## src/rtl/wb_stage.sv

```systemverilog
// ---------------------------------------------------------------------------
// wb_stage -- register-file write-back arbiter.
//
// Merges two write sources into a single register-file write port:
//   * ALU results: no backpressure, always take priority.
//   * Load results: valid/ready handshake into a DEPTH-entry FIFO, drained
//     whenever the ALU is not presenting a result.
//
// Parameters
//   DW     register data width
//   AW     register address width
//   DEPTH  load FIFO entries (power of two, >= 2)
//
// Ports
//   clk, rst_n                     clock, synchronous active-low reset
//   alu_valid/alu_rd/alu_data      ALU result (rd == 0 means no write)
//   mem_valid/mem_ready            load handshake
//   mem_rd/mem_data                load result (rd == 0 accepted, dropped)
//   rf_write/_addr/_data           registered register-file write port
//   pend_cnt                       number of queued loads
//   chk_addr1/chk_addr2, chk_hit   load-use hazard query
//
// Optional feature: define WB_HAZARD_EN to build the hazard comparators.
// Without it chk_hit is tied low and the query ports are unused.
// ---------------------------------------------------------------------------
module wb_stage #(
  parameter int DW    = 32,
  parameter int AW    = 5,
  parameter int DEPTH = 4
) (
  input  logic                     clk,
  input  logic                     rst_n,
  input  logic                     alu_valid,
  input  logic [AW-1:0]            alu_rd,
  input  logic [DW-1:0]            alu_data,
  input  logic                     mem_valid,
  output logic                     mem_ready,
  input  logic [AW-1:0]            mem_rd,
  input  logic [DW-1:0]            mem_data,
  output logic                     rf_write,
  output logic [AW-1:0]            rf_write_addr,
  output logic [DW-1:0]            rf_write_data,
  output logic [$clog2(DEPTH):0]   pend_cnt,
  input  logic [AW-1:0]            chk_addr1,
  input  logic [AW-1:0]            chk_addr2,
  output logic                     chk_hit
);

  localparam int PW = $clog2(DEPTH);
  localparam int CW = PW + 1;

  logic [AW-1:0] fifo_rd_reg   [DEPTH];
  logic [DW-1:0] fifo_data_reg [DEPTH];
  logic [PW-1:0] wr_ptr_reg;
  logic [PW-1:0] rd_ptr_reg;
  logic [CW-1:0] cnt_reg;

  logic push;
  logic pop;
  logic alu_wr;

  // Ready depends only on the current occupancy; a pop in the same cycle
  // does not make room for a push.
  assign mem_ready = (cnt_reg < CW'(DEPTH));

  // Loads to x0 complete the handshake but are never queued.
  assign push   = mem_valid & mem_ready & (mem_rd != '0);
  // Any ALU-valid cycle owns the write slot, even an x0 result.
  assign pop    = ~alu_valid & (cnt_reg != '0);
  assign alu_wr = alu_valid & (alu_rd != '0);

  assign pend_cnt = cnt_reg;

  // FIFO storage: no reset needed, occupancy is tracked by the pointers.
  always_ff @(posedge clk) begin
    if (rst_n && push) begin
      fifo_rd_reg[wr_ptr_reg]   <= mem_rd;
      fifo_data_reg[wr_ptr_reg] <= mem_data;
    end
  end

  always_ff @(posedge clk) begin
    if (!rst_n) begin
      wr_ptr_reg    <= '0;
      rd_ptr_reg    <= '0;
      cnt_reg       <= '0;
      rf_write      <= 1'b0;
      rf_write_addr <= '0;
      rf_write_data <= '0;
    end else begin
      if (push) begin
        wr_ptr_reg <= wr_ptr_reg + PW'(1);
      end
      if (pop) begin
        rd_ptr_reg <= rd_ptr_reg + PW'(1);
      end
      case ({push, pop})
        2'b10:   cnt_reg <= cnt_reg + CW'(1);
        2'b01:   cnt_reg <= cnt_reg - CW'(1);
        default: cnt_reg <= cnt_reg;
      endcase

      rf_write <= alu_wr | pop;
      if (alu_wr) begin
        rf_write_addr <= alu_rd;
        rf_write_data <= alu_data;
      end else if (pop) begin
        rf_write_addr <= fifo_rd_reg[rd_ptr_reg];
        rf_write_data <= fifo_data_reg[rd_ptr_reg];
      end
    end
  end

`ifdef WB_HAZARD_EN
  // One comparator pair per slot; a slot is live when its distance from
  // the read pointer is below the occupancy count.
  logic [DEPTH-1:0] hit_vec;

  for (genvar gi = 0; gi < DEPTH; gi++) begin : g_hit
    logic [PW-1:0] offset;
    logic          live;
    assign offset = PW'(gi) - rd_ptr_reg;
    assign live   = ({1'b0, offset} < cnt_reg);
    assign hit_vec[gi] = live &&
        (((chk_addr1 != '0) && (fifo_rd_reg[gi] == chk_addr1)) ||
         ((chk_addr2 != '0) && (fifo_rd_reg[gi] == chk_addr2)));
  end

  assign chk_hit = |hit_vec;
`else
  logic unused_chk;
  assign unused_chk = ^{chk_addr1, chk_addr2};
  assign chk_hit    = 1'b0;
`endif

endmodule

```

## config.mk

```make
export PLATFORM = sky130hd
export DESIGN_NAME = wb_stage
export DESIGN_NICKNAME = d
export VERILOG_FILES = /design/src/rtl/wb_stage.sv
export SDC_FILE = /design/constraint.sdc
export NUM_CORES = 1
export LEC_CHECK = 0
export ABC_AREA = 0
export BUFFER_PORTS_ARGS = -buffer_cell sky130_fd_sc_hd__buf_2
export CELL_PAD_IN_SITES_DETAIL_PLACEMENT = 2
export CELL_PAD_IN_SITES_GLOBAL_PLACEMENT = 2
export CORE_MARGIN = 4
export CORE_UTILIZATION = 39
export CTS_CLUSTER_DIAMETER = 80
export DETAILED_ROUTE_END_ITERATION = 10
export GPL_TIMING_DRIVEN = 1
export HOLD_SLACK_MARGIN = 0.15
export PLACE_DENSITY = 0.86
export SYNTH_ARGS = -nofsm -noshare
export SYNTH_HDL_FRONTEND = slang
export SYNTH_SLANG_ARGS = --single-unit
export TNS_END_PERCENT = 100
```

## constraint.sdc

```tcl
create_clock -name clk -period 2.6 [get_ports clk]
set_input_delay 0.39 -clock clk [delete_from_list [all_inputs] [get_ports clk]]
set_output_delay 0.39 -clock clk [all_outputs]
set_load 0.1 [all_outputs]
```

* Yosys cells after proc, flatten, opt, wreduce, memory -nomap -nowiden *
Memories as Yosys holds them, arrays and structs flattened. A register that Yosys moved wholly into a read port is not among the register bits.
Index checks and enable logic that the tools add are counted.

word-level totals
  register bits after elaboration = 45
  RAM bits = 148
  output and inout port bits = 43
  memories = 2

memories
  memory         words  bits a word  read ports  clocked after Yosys merged registers in  write ports  RTL line  source
  fifo_data_reg  4      32           1           1                                        1            53        logic [DW-1:0] fifo_data_reg [DEPTH];
  fifo_rd_reg    4      5            1           1                                        1            52        logic [AW-1:0] fifo_rd_reg [DEPTH];

cells by class
  add/sub/neg operators = 4
  $lt $le $gt $ge = 1
  eq/ne operators = 2
  mux-type cells = 11
  bitwise gates (word level) = 6
  reductions and logical operators = 6

operator list
  kind                                                  count
  2-to-1 mux 32 bit                                     2
  2-to-1 mux 5 bit                                      2
  nonzero test 5 bit                                    2
  2-to-1 mux 2 bit                                      4
  one-hot mux 3 bit (2 select lines)                    1
  adder 2 x 1 -> 2 bit (second input constant)          2
  AND 1 bit                                             4
  nonzero test 2 bit                                    2
  adder 3 x 1 -> 3 bit (second input constant)          1
  < comparator 3 bit (second input constant)            1
  nonzero test 3 bit                                    1
  subtractor 3 x 1 -> 3 bit (second input constant)     1
  equality test 2 x 1 -> 1 bit (second input constant)  1
  equality test 2 bit (second input constant)           1
  2-to-1 mux 1 bit                                      2
  logical AND 1 bit                                     1
  inverter 1 bit                                        1
  bitwise OR 1 bit                                      1

* Depth between registers and ports, before layout *
  depth after elaboration = 6
  gate-level depth with buffers = 10

* Worst setup path after synthesis *
No wires, ideal clock.

  path type = reg2reg
  start = register cnt_reg[2], in the netlist pend_cnt[2]
  end = register cnt_reg[2], in the netlist pend_cnt[2]
  data arrival time = 3.249 ns
  required time = 2.524 ns
  path slack = -0.725 ns
  stages on the path, launching flop included = 10
  path buffers = 0
  cell sequence = dfxtp_1 -> inv_1 -> o311a_1 -> inv_1 -> ha_1 -> inv_1 -> fa_1 -> xor2_1 -> or3_1 -> a21boi_0

on the way
  cells in the longest elaborated chain, start to end = 5
  elaborated cells on any way between the ends = 11
  those cells by class = 2 x add/sub; 1 x order compare; 2 x eq/ne; 1 x mux; 3 x bitwise; 2 x reduce/logical

ends and longest elaborated chain
  what                                                                             RTL line  source
  start, declared                                                                  56        logic [CW-1:0] cnt_reg;
  start signal, assigned                                                           98        2'b10: cnt_reg <= cnt_reg + CW'(1);
  start signal, assigned                                                           99        2'b01: cnt_reg <= cnt_reg - CW'(1);
  start signal, assigned                                                           100       default: cnt_reg <= cnt_reg;
  < comparator 3 bit *                                                             64        assign mem_ready = (cnt_reg < CW'(DEPTH));
  net mem_ready                                                                    37        output logic mem_ready,
  AND 1 bit * (2 in a row)                                                         67        assign push = mem_valid & mem_ready & (mem_rd != '0);
  equality test 2 x 1 -> 1 bit / equality test 2 bit (equally long branches)       97        case ({push, pop})
  one-hot mux 3 bit (2 select lines) / nonzero test 2 bit (equally long branches)  --

Mark *: on every way through the listed nets, which the timed path passes. The rest lies on a longest branch.
A chain may end at the register's enable or synchronous reset.

* Worst setup path after layout *
  start = input port mem_rd[1]
  end = register cnt_reg[2], in the netlist pend_cnt[2]

on the way
  cells in the longest elaborated chain, start to end = 4
  elaborated cells on any way between the ends = 6
  those cells by class = 2 x eq/ne; 1 x mux; 1 x bitwise; 2 x reduce/logical

ends and longest elaborated chain
  what                                                                             RTL line  source
  start, declared                                                                  38        input logic [AW-1:0] mem_rd,
  nonzero test 5 bit *                                                             67
  AND 1 bit *                                                                      67
  equality test 2 x 1 -> 1 bit / equality test 2 bit (equally long branches)       97
  one-hot mux 3 bit (2 select lines) / nonzero test 2 bit (equally long branches)  --

Mark *: on every way between the ends. The rest lies on a longest branch, timed or not.

==> reports/metrics.csv <==
stage,metric,value,unit
floorplan,die width,146,um
layout,synthesis-to-layout area growth,19.0,%
synthesis,Syn Nets,548,
global_routing,initial antenna violation count,0,
clock_network,clk_lat worst skew,430,ps
clock_network,H-tree Lvls,4,
placed_design,post-detail-place hpwl,12.6,mm
synthesis,synthesized instance count,454,
timing,RSZ-0062 raised after global routing,false,
synthesis,Netlist cell types,32,
timing,Hold Worst Slack,181,ps
synthesis,"EDFF count, synth",148,
critical_path,CP Data Arrival Time,2590,ps
timing,Fmax,446,MHz
hold_path,WHS Path Cells,1,
power,pwr/cell area,1010,nW/um^2
clock_network,TritonCTS Buffers,17,
layout,max reg flops,128,
clock_network,CTS Sinks,195,
floorplan,Rows,50,
global_routing,vias in the first global route,5066,
synthesis,Syn Area/Cell,16.3,sq um
timing,TNS Setup,0,ps
critical_path,crit path launch type,primary input,
clock_network,Max clock buf depth,2,
timing,Slew headroom,26.8,%
global_routing,gr usage total,18.7,%
critical_path,Setup crit end kind,flip-flop,
power,P_int,5.76,mW
synthesis,synth warn,0,
timing,fin crit period,2240,ps
synthesis,"Seq/Total Area, Yosys",72.8,%
flow_run,max-cap violations,0,
power,peak supply drop,0.491,mV
timing,Final period util,86.2,%
power,Seq pwr share,42.8,%
timing,setup violators final,0,
layout,Nets,664,
synthesis,"area leader, netlist",edfxtp_1,
drt,DR pass1 iterations,4,
synthesis,Synth Register Bits,195,
timing,Worst-Margin Slew,1100,ps
floorplan,Die Y,146,um
critical_path,WP data required,2950,ps
placed_design,post-placement cell area,8250,sq um
global_routing,GRT met2 Usage,34.1,%
clock_network,clock-pin slew on the worst setup and hold paths,70,ps
hold_path,Hold Path Class,in -> reg,
critical_path,worst setup path category,in -> reg,
placed_design,Port-buffer cells,119,
synthesis,synth top area cells,"edfxtp_1 60%, dfxtp_1 13%, mux4_2 11%",
synthesis,ys async rst share,0,%
global_routing,Congestion Overflow GR,0,
drt,DRC violations left,0,
global_routing,busiest layer in global routing,met2,
global_routing,pin count of the biggest net entering global routing,75,
layout,layout cells sized above 1,36.2,%
timing,Clock Skew,10.3,ps
critical_path,worst r2r src,pend_cnt[2],
layout,fill count,1776,
clock_network,cts repair resizes,0,
drt,final antenna-violating net count,0,
clock_network,CTS root buffer,clkbuf_16,
power,sw power,3.11,mW
drt,DR WL/cell,23.8,um
timing,final count of hold timing violations,0,
layout,register area,5390,sq um
clock_network,post-CTS setup buffers,0,
synthesis,Post-Synthesis Cell Area,7400,sq um
clock_network,CTS tree,yes,
drt,DR vias,4424,
synthesis,"Top FF cell, synth",edfxtp_1,
critical_path,Max Fanout on Critical Path,7,
floorplan,I/O Pins,131,
layout,"Core Util, Final",47.1,%
synthesis,Synth top area share,60.1,%
layout,ant diodes,0,
floorplan,DIE AREA,21200,sq um
critical_path,CP Launch Point,mem_rd[1],
power,Clk pwr share,28.0,%
drt,Post-Route WL,19.5,mm
placed_design,GP Congestion,0.714,
status,outcome,"finished, final reports clean",
layout,multi-input combinational cell area,1860,sq um
drt,post-DR vias/cell,5.41,
global_routing,met1 global-route usage,22.0,%
global_routing,GR Util met3,4.45,%
power,LEAKAGE,3.08,nW
hold_path,Hold Path Origin,mem_data[23],
floorplan,Core Region,18700,sq um
layout,final instance area,8810,sq um
timing,max-slew violations,0,
power,Net Sw Frac,35.0,%
power,Comb power frac,29.2,%
drt,initial DRC count,261,
global_routing,first-pass GRT wire length,30.2,mm
critical_path,r2r worst-path depth,9,
floorplan,Initial Utilization,39.6,%
clock_network,hold buffer count at CTS,0,
synth_stat cells, types with 2 or more instances:
library cell / count
edfxtp_1: 148
nand2_1: 73
dfxtp_1: 47
mux4_2: 37
a31oi_1: 36
o21ai_0: 31
clkbuf_1: 11
buf_2: 9
inv_1: 8
o21ai_1: 8
and2_1: 6
ha_1: 5
and3_1: 4
buf_6: 4
xnor2_1: 4
buf_1: 3
or3_1: 3
a21boi_0: 2
buf_4: 2
power by group through the flow:
stage / registers [mW] / clock network [mW] / logic (mW)
after floorplan: 4.59 / 0 / 1.22
after global placement: 3.82 / 0 / 2.47
after detailed placement: 3.87 / 0 / 2.60
after CTS: 3.80 / 2.54 / 2.64
after global routing: 3.83 / 2.69 / 2.77
final: 3.80 / 2.48 / 2.59
metal layers:
metal	wire, um	part of all wire [%]
met3	823	4.2
met1	7920	41
met5	0	0
met2	10500	54
met4	194	1.0
cells by family (layout without fill, tap and decap cells):
logic type,count (synthesis),in the layout,synth area share (%)
other,1,1,0.0507
xor gates and xnor gates,5,5,0.592
adders and majority gates,6,6,1.12
and+or+nand+nor,91,91,5.22
muxes,38,38,11.4
buffers and inverters,38,167,2.60
AOI/OAI and AO/OA,80,80,6.26
DFF,195,195,72.8
per-stage QoR:
step | setup WS (ps) | instances | power [mW]
after global placement | 71.0 | 785 | 6.29
final | 360 | 817 | 8.86
after detailed placement | -24.8 | 785 | 6.47
after global routing | 289 | 817 | 9.28
after floorplan | 10.8 | 454 | 5.81
after CTS | 356 | 817 | 8.99
layout by cell type (no fill, tap or decap), drive strengths merged:
| cell | count |
|---|---|
| bufinv | 1 |
| xor2 | 1 |
| nor2 | 1 |
| o21ai | 40 |
| a21boi | 2 |
| and3 | 4 |
| nand2b | 1 |
| ha | 5 |
| mux4 | 37 |
| edfxtp | 148 |
| clkinvlp | 5 |
| buf | 127 |
| a31oi | 36 |
| o311a | 1 |
| inv | 7 |
| conb | 1 |
| a221oi | 1 |
| and2 | 6 |
| clkbuf | 19 |
| nor2b | 1 |
| dfxtp | 47 |
| nand3b | 1 |
| xnor2 | 4 |
| fa | 1 |
| nand2 | 73 |
| mux2i | 1 |
| clkinv | 8 |
| or3 | 3 |
| or4 | 1 |
worst max-delay path, stage by stage:
cell and delay [ps]:
buf_2 130, or3_1 420, o311a_4 370, inv_2 90, ha_4 140, inv_1 50
fa_2 350, xor2_1 160, or3_1 300, a21boi_1 170
path summary, 6_finish.rpt:
path	to	slack, ps
max	pend_cnt[2]	360
min reg2reg	rf_write_data[6]	480
max reg2reg	pend_cnt[2]	460
min	fifo_data_reg[3][23]	180
cell type report:
cell class | count | share of cell area [%]
clock inverters | 13 | 1.26
well taps | 234 | 3.32
clock buffers | 19 | 5.03
multi-input cells | 221 | 21.2
repair buffers | 127 | 7.59
inverters | 8 | 0.384
flip-flops and latches | 195 | 61.2
(Power assumes the default switching activity.)
